`src/rtl/delay_stream_queue.sv`:
```
// Storage, read/write pointers and occupancy count for delay_stream.
// Pointers wrap modulo p_depth; the storage array itself is never reset.
module delay_stream_queue #(
  parameter int unsigned p_msg_bits = 32,
  parameter int unsigned p_depth    = 8
) (
  input  logic                         clk,
  input  logic                         rst,
  input  logic                         wr_en,
  input  logic [p_msg_bits-1:0]        wr_msg,
  input  logic                         rd_en,
  output logic [p_msg_bits-1:0]        rd_msg,
  output logic [$clog2(p_depth+1)-1:0] num_msgs,
  output logic                         full,
  output logic                         empty
);

  localparam int unsigned c_ptr_bits = $clog2(p_depth);
  localparam int unsigned c_cnt_bits = $clog2(p_depth + 1);
  localparam logic [c_cnt_bits-1:0] c_full_cnt = c_cnt_bits'(p_depth);

  logic [p_msg_bits-1:0] mem [p_depth];
  logic [c_ptr_bits-1:0] wr_ptr;
  logic [c_ptr_bits-1:0] rd_ptr;
  logic [c_cnt_bits-1:0] count;

  always_ff @(posedge clk) begin
    if (wr_en) mem[wr_ptr] <= wr_msg;
  end

  // Power-of-two depth lets the pointers wrap by natural overflow.
  always_ff @(posedge clk or negedge rst) begin
    if (!rst) begin
      wr_ptr <= '0;
      rd_ptr <= '0;
      count  <= '0;
    end else begin
      if (wr_en) wr_ptr <= wr_ptr + 1'b1;
      if (rd_en) rd_ptr <= rd_ptr + 1'b1;
      case ({wr_en, rd_en})
        2'b10:   count <= count + 1'b1;
        2'b01:   count <= count - 1'b1;
        default: count <= count;
      endcase
    end
  end

  always_comb begin
    rd_msg   = mem[rd_ptr];
    num_msgs = count;
    full     = (count == c_full_cnt);
    empty    = (count == '0);
  end

endmodule

```
`src/rtl/delay_stream.sv`:
```
// Valid/ready message queue with a minimum interval between accepted sends.
// Optional same-cycle bypass of an empty queue: define DELAY_STREAM_BYPASS_EN.
module delay_stream #(
  parameter int unsigned p_msg_bits        = 32,
  parameter int unsigned p_send_intv_delay = 0,
  parameter int unsigned p_depth           = 8
) (
  input  logic                         clk,
  input  logic                         rst,
  input  logic                         send_val,
  output logic                         send_rdy,
  input  logic [p_msg_bits-1:0]        send_msg,
  output logic                         recv_val,
  input  logic                         recv_rdy,
  output logic [p_msg_bits-1:0]        recv_msg,
  output logic [$clog2(p_depth+1)-1:0] num_msgs
);

  localparam int unsigned c_intv_bits =
    (p_send_intv_delay > 0) ? $clog2(p_send_intv_delay + 1) : 1;
  localparam logic [c_intv_bits-1:0] c_intv_load = c_intv_bits'(p_send_intv_delay);

  logic [c_intv_bits-1:0] intv_cnt;
  logic                   q_full;
  logic                   q_empty;
  logic [p_msg_bits-1:0]  q_msg;
  logic                   send_fire;
  logic                   bypass;
  logic                   q_wr;
  logic                   q_rd;

  // Reset is folded in so send_rdy reads low while rst is held.
  assign send_rdy  = rst & ~q_full & (intv_cnt == '0);
  assign send_fire = send_val & send_rdy;

`ifdef DELAY_STREAM_BYPASS_EN
  assign bypass = q_empty & send_val & send_rdy & recv_rdy;
`else
  assign bypass = 1'b0;
`endif

  always_comb begin
    recv_val = ~q_empty | bypass;
    recv_msg = q_empty ? send_msg : q_msg;
    q_wr     = send_fire & ~bypass;
    q_rd     = ~q_empty & recv_rdy;
  end

  always_ff @(posedge clk or negedge rst) begin
    if (!rst) begin
      intv_cnt <= '0;
    end else if (send_fire) begin
      intv_cnt <= c_intv_load;
    end else if (intv_cnt != '0) begin
      intv_cnt <= intv_cnt - 1'b1;
    end
  end

  delay_stream_queue #(
    .p_msg_bits (p_msg_bits),
    .p_depth    (p_depth)
  ) u_queue (
    .clk      (clk),
    .rst      (rst),
    .wr_en    (q_wr),
    .wr_msg   (send_msg),
    .rd_en    (q_rd),
    .rd_msg   (q_msg),
    .num_msgs (num_msgs),
    .full     (q_full),
    .empty    (q_empty)
  );

endmodule

```
`config.mk`:
```
export PLATFORM = sky130hd
export DESIGN_NAME = delay_stream
export DESIGN_NICKNAME = d
export VERILOG_FILES = /design/src/rtl/delay_stream_queue.sv /design/src/rtl/delay_stream.sv
export SDC_FILE = /design/constraint.sdc
export NUM_CORES = 1
export LEC_CHECK = 0
export BUFFER_PORTS_ARGS = -buffer_cell sky130_fd_sc_hd__buf_4
export CAP_MARGIN = 20
export CORE_MARGIN = 2
export CORE_UTILIZATION = 30
export DETAILED_ROUTE_END_ITERATION = 8
export PLACE_DENSITY = 0.56
export SYNTH_ARGS = -nofsm -noshare
export SYNTH_HDL_FRONTEND = slang
export SYNTH_HIERARCHICAL = 1
export SYNTH_SLANG_ARGS = --single-unit
```
`constraint.sdc`:
```
create_clock -name clk -period 8.6 [get_ports clk]
set_clock_uncertainty 0.1 [all_clocks]
set_input_delay 0.86 -clock clk [delete_from_list [all_inputs] [get_ports clk]]
set_output_delay 0.86 -clock clk [all_outputs]
set_load 0.05 [all_outputs]
```
---- Yosys cells after proc, flatten, opt, wreduce, memory -nomap -nowiden ----
Memory sizes are Yosys's and may differ from the RTL's.
Index checks and enable logic that the tools add are counted.
storage, ports and cells
  bits of input ports ..................... 36
  memories ................................ 1
  bits in registers ....................... 11
  bits in read-only memories .............. 0
  word-level logic and storage cells ...... 28
  bits in writable memories ............... 256
  bits in latches ......................... 0
  output and inout bits ................... 38
operators by class
  reductions and logical operators ........ 2
  divide/modulo/power cells ............... 0
  add/subtract/negate cells ............... 5
  $mul .................................... 0
  equality and inequality tests ........... 3
  bitwise gates (word level) .............. 7
  muxes and demuxes ....................... 6
  magnitude comparators ................... 0
  shifts and indexed selects .............. 0
memory list
  name         depth  width  rd ports  clocked after memory_dff  write ports  RTL line                  text
  u_queue.mem  8      32     1         0                         1            delay_stream_queue.sv:22  logic [p_msg_bits-1:0] mem [p_depth];
operators with widths
  kind                   count
  $mux W32               1
  $pmux W4 S2            1
  $add A3 B1 Y3 const B  2
  $add A4 B1 Y4 const B  1
  $and A1 B1 Y1          4
  $eq A4 B4 Y1 const B   1
  $logic_not A4 Y1       1
  $mux W1                4
  $sub A4 B1 Y4 const B  1
  $not A1 Y1             3
  $eq A2 B1 Y1 const B   1
  $eq A2 B2 Y1 const B   1
  $reduce_bool A2 Y1     1
  $sub A1 B1 Y1 const B  1

---- Logic depth before layout (Yosys ltp) ----
  depth in word-level cells ............... 7
  mapped depth ............................ 11
  mapped depth without buffers ............ 10

---- By module ----
Netlist, hierarchy kept.
modules (own cells, without submodules)
  module              seq. area each (sq um)  instances  area an instance (sq um)  cells each
  delay_stream_queue  7937.6                  1          10292.4                   424
  delay_stream        0.0                     1          556.8                     40

---- Least setup slack after synthesis ----
OpenSTA, ideal clock, no wires.
  path type ............................... register to register
  start ................................... register u_queue.count[1], in the netlist u_queue/num_msgs[1]
  end ..................................... memory u_queue.mem[2][0], enable pin
  data required time ...................... 8039 ps
  clock period less this slack ............ 4073 ps
  cell stages (with the launch flop) ...... 5
  path slack .............................. 4527 ps
  library setup time ...................... 461 ps
  data arrival time ....................... 3512 ps
  cells stage by stage .................... dfrtp_1 nor4b_1 and3b_1 nand2_1 nor3_1
between the ends
  longest elaborated chain between the ends .. 7
RTL lines
  what                           RTL line                  text
  from (decl)                    delay_stream_queue.sv:25  logic [c_cnt_bits-1:0] count;
  from (signal assigned)         delay_stream_queue.sv:41  2'b10: count <= count + 1'b1;
  from (signal assigned)         delay_stream_queue.sv:42  2'b01: count <= count - 1'b1;
  from (signal assigned)         delay_stream_queue.sv:43  default: count <= count;
  $eq A4 B4 Y1                   delay_stream_queue.sv:51  full = (count == c_full_cnt);
  via q_full                     delay_stream.sv:24        logic q_full;
  $not A1 Y1                     delay_stream.sv:33        assign send_rdy = rst & ~q_full & (intv_cnt == '0);
  $and A1 B1 Y1 (2 in a row)     delay_stream.sv:33
  $and A1 B1 Y1                  delay_stream.sv:34        assign send_fire = send_val & send_rdy;
  via q_wr                       delay_stream.sv:29        logic q_wr;
  $mux W1                        delay_stream_queue.sv:28  if (wr_en) mem[wr_ptr] <= wr_msg;
  $mux W1 (implied by the code)  delay_stream_queue.sv:28
  to (decl)                      delay_stream_queue.sv:22
The timed path passes the listed nets, and every way through them passes these cells.

---- Worst setup path in the final report ----
  start ................................... register u_queue.rd_ptr[0]
  end ..................................... output port recv_msg[31]
between the ends
  longest elaborated chain between the ends .. 2
RTL lines
  what                    RTL line                  text
  from (decl)             delay_stream_queue.sv:24  logic [c_ptr_bits-1:0] rd_ptr;
  from (signal assigned)  delay_stream_queue.sv:39  if (rd_en) rd_ptr <= rd_ptr + 1'b1;
  $mem_v2 Z8 W32          n/a
  via q_msg[31]           delay_stream.sv:26        logic [p_msg_bits-1:0] q_msg;
  $mux W32                delay_stream.sv:44        recv_msg = q_empty ? send_msg : q_msg;
  to (decl)               delay_stream.sv:15        output logic [p_msg_bits-1:0] recv_msg,
The timed path passes the listed nets, and every way through them passes these cells.

==> flow_summary.toml <==
[outcome]
status = "completed"

[routing]
avgViaCountPerCell = 4.721
post-route-drc-count = 0
first_pass_iters = 4
wl_per_cell_microns = 21.13
vias = 4910
totalWireLength_microns = 21970
ant_nets = 0
drt_iter0_drc = 273

[synthesis]
ys_types = 27
yosysTopAreaCell = "edfxtp_1"
synth_flop_cell = "edfxtp_1"
synth_mux_area_share_pct = 22.07
async_flop_share_pct = 3.759
synth_top_family_by_area = "multiplexers"
synth_xor_area_share_pct = 0.7266
syn_avg_cell_area_sq_um = 23.38
synth-simple-area-share_pct = 1.211
synth_top_cells_by_area = "edfxtp_1, mux4_2, mux4_1, mux2_2, mux2_4"
yosysSeqAreaShare_pct = 73.16
synthAdderAreaFrac_pct = 0.5766
ys_warn_count = 6
syn-num-nets = 505
synth_cells = 464
synth_edf_count = 256
syn_area_sq_um = 10850
synth_compound_area_share_pct = 0.2307
yosys_register_bits = 266
synth.top_cell.area_share_pct = 70.86

[placement]
pre_cts_slack_ns = 4.680
place_congestion = 0.6556
io_buffers = 73
hpwl_microns = 12150

[timing]
period_minus_slack_ns = 4.364
layout_setup_ws_ns = 4.236
fmax_mhz = 229.2
hold_slack_ns = 0.07213
slew_violations = 0
fin_crit_sh_pct = 50.74
setup_viol = 0
setup-tns-final_ns = 0
max_slew_margin_pct = 27.18
finalHoldViolCount = 0
rsz0062_at_grt = "false"
worst_pin_slew_ns = 1.092

[clock_network]
h-tree-depth = 1
clk_latency_ns = 0.52
cts_sinks = 266
cts_resized = 0
cts_buffers = 28
holdBufCountCts = 0
cts_max_path_buffers = 3
cts_tree = "built"
cts_setup_buffers = 0
cts_root_buf = "clkbuf_16"
cts.clk_slew.worst_paths_ns = 0.06

[floorplanning]
dieArea_sq_um = 37700
dieHeight_microns = 194.2
die-width_microns = 194.2
initial_core_util_pct = 30.50
ios = 74
num_rows = 69
core-area_sq_um = 35570

[worst_setup_path]
cp_max_fo = 38
worstPathArrival_ns = 3.40
r2r_start = "u_queue/num_msgs[2]$_DFFE_PN0P_"
reg2regPathDepth = 10
r2r-end = "u_queue/num_msgs[2]$_DFFE_PN0P_"
critical_path.startpoint = "u_queue/rd_ptr[0]$_DFFE_PN0P_"
crit_type = "flop to output pin"
crit_path_start_kind = "flop"
endpoint_kind = "output pin"
r2r_slack_ns = 5.29
required_ns = 7.64

[power]
power_uw = 4622
leakage_uw = 0.004243
vdd_drop_max_mv = 0.2289
power_density_nw_per_um2 = 361.9

[global_routing]
antenna_found_initial = 2
grt_remaining_overflow = 0
grtUsageTotal_pct = 11.52
grt_max_degree = 39
grt_pass1_vias = 5360
grt_pass1_wl_microns = 33050

[finish]
fin_nets = 598
area_growth_pct = 17.71
n_antenna_cell = 0
layout-drive-gt1-share_pct = 41.45

[run]
maxCapViolCount = 0

[min_path]
hold_class = "input pin to asynchronous set/reset pin"
## flip-flops by register name, indices dropped and copies added, names as in the netlist
name / flops
u_queue/mem: 256
u_queue/rd_ptr: 3
u_queue/num_msgs: 4
u_queue/wr_ptr: 3
## critical path, cell delays in order, from the launching register on
cell	delay, ns
dfrtp_4	0.79
buf_4	0.69
mux4_1	0.64
mux2_2	0.28
mux2_4	0.27
buf_4	0.19
## routing by layer
layer  GRT usage, %  up-vias  routed length (microns)
met5              0        -                       23
met4          2.525        4                      320
met3          2.418       27                      938
met2          19.36       94                    10750
met1          15.43     2633                     9941
li1               -     2152                        -
## where the power goes
group / switching, uW / internal [uW] / total, uW
combinational: 1010 / 807 / 1810
clock: 462 / 636 / 1100
sequential: 160 / 1550 / 1710
total: 1630 / 2990 / 4620
## cells in the mapped netlist (4+ instances only)
library cell,count
edfxtp_1,256
nor2b_1,5
buf_12,4
xor2_1,6
nand2_1,4
clkbuf_1,6
nor2_1,7
buf_2,6
mux4_2,39
mux2_4,28
mux4_1,25
ha_1,5
mux2_2,39
dfrtp_1,10
## metrics by stage
stage | cell area, sq um | cells | util, %
floorplan | 10850 | 464 | -
CTS | 12770 | 1040 | 35.90
finish | 12770 | 1040 | 35.90
global route | 12770 | 1040 | 35.90
global placement | 11920 | 988 | 33.51
detailed placement | 11920 | 988 | 33.51
## kinds of logic after synthesis
kind of cell             Yosys count
AO/OA/AOI/OAI                      4
adder cells (fa/ha/maj)            5
buffers and inverters             24
XOR/XNOR                           9
AND/OR/NAND/NOR                   25
multiplexers                     131
flip-flops                       266
## worst max path at each step
| stage | to | slack [ns] | depth (start not counted) |
|---|---|---|---|
| 2_1_floorplan | u_queue/mem[2][0]$_DFFE_PP_ | 4.53 | 4 |
| 3_3_place_gp | recv_msg[8] | 4.72 | 5 |
| 3_5_place_dp | recv_msg[31] | 4.68 | 5 |
| 4_1_cts | recv_msg[31] | 4.13 | 5 |
| 5_1_grt | recv_msg[5] | 4.01 | 5 |
| 6_report | recv_msg[31] | 4.24 | 5 |
## placed cells by master (no fill, tap or decap), types with 3 or more instances in the layout
cell and instances:
edfxtp_1 256, buf_4 85, mux2_2 39, mux4_2 39, mux2_4 28, clkbuf_16 28, mux4_1 25, clkinv_1 8
clkbuf_1 7, dfrtp_1 7, xor2_1 6, nor2_4 6, nor2b_1 5, clkinv_2 5, ha_1 5, nand2_1 4
nand2b_1 3, xnor2_1 3
## final cells by class
class,instances,area [sq um]
fillers,3292,22800
flip-flops and latches,266,7944
multi-input cells,174,2754
clock buffers,36,740.7
repair buffers,85,638.1
well taps,461,576.8
clock inverters,16,110.1
inverters,2,7.507
No activity file was read; power rests on OpenSTA's default activity.
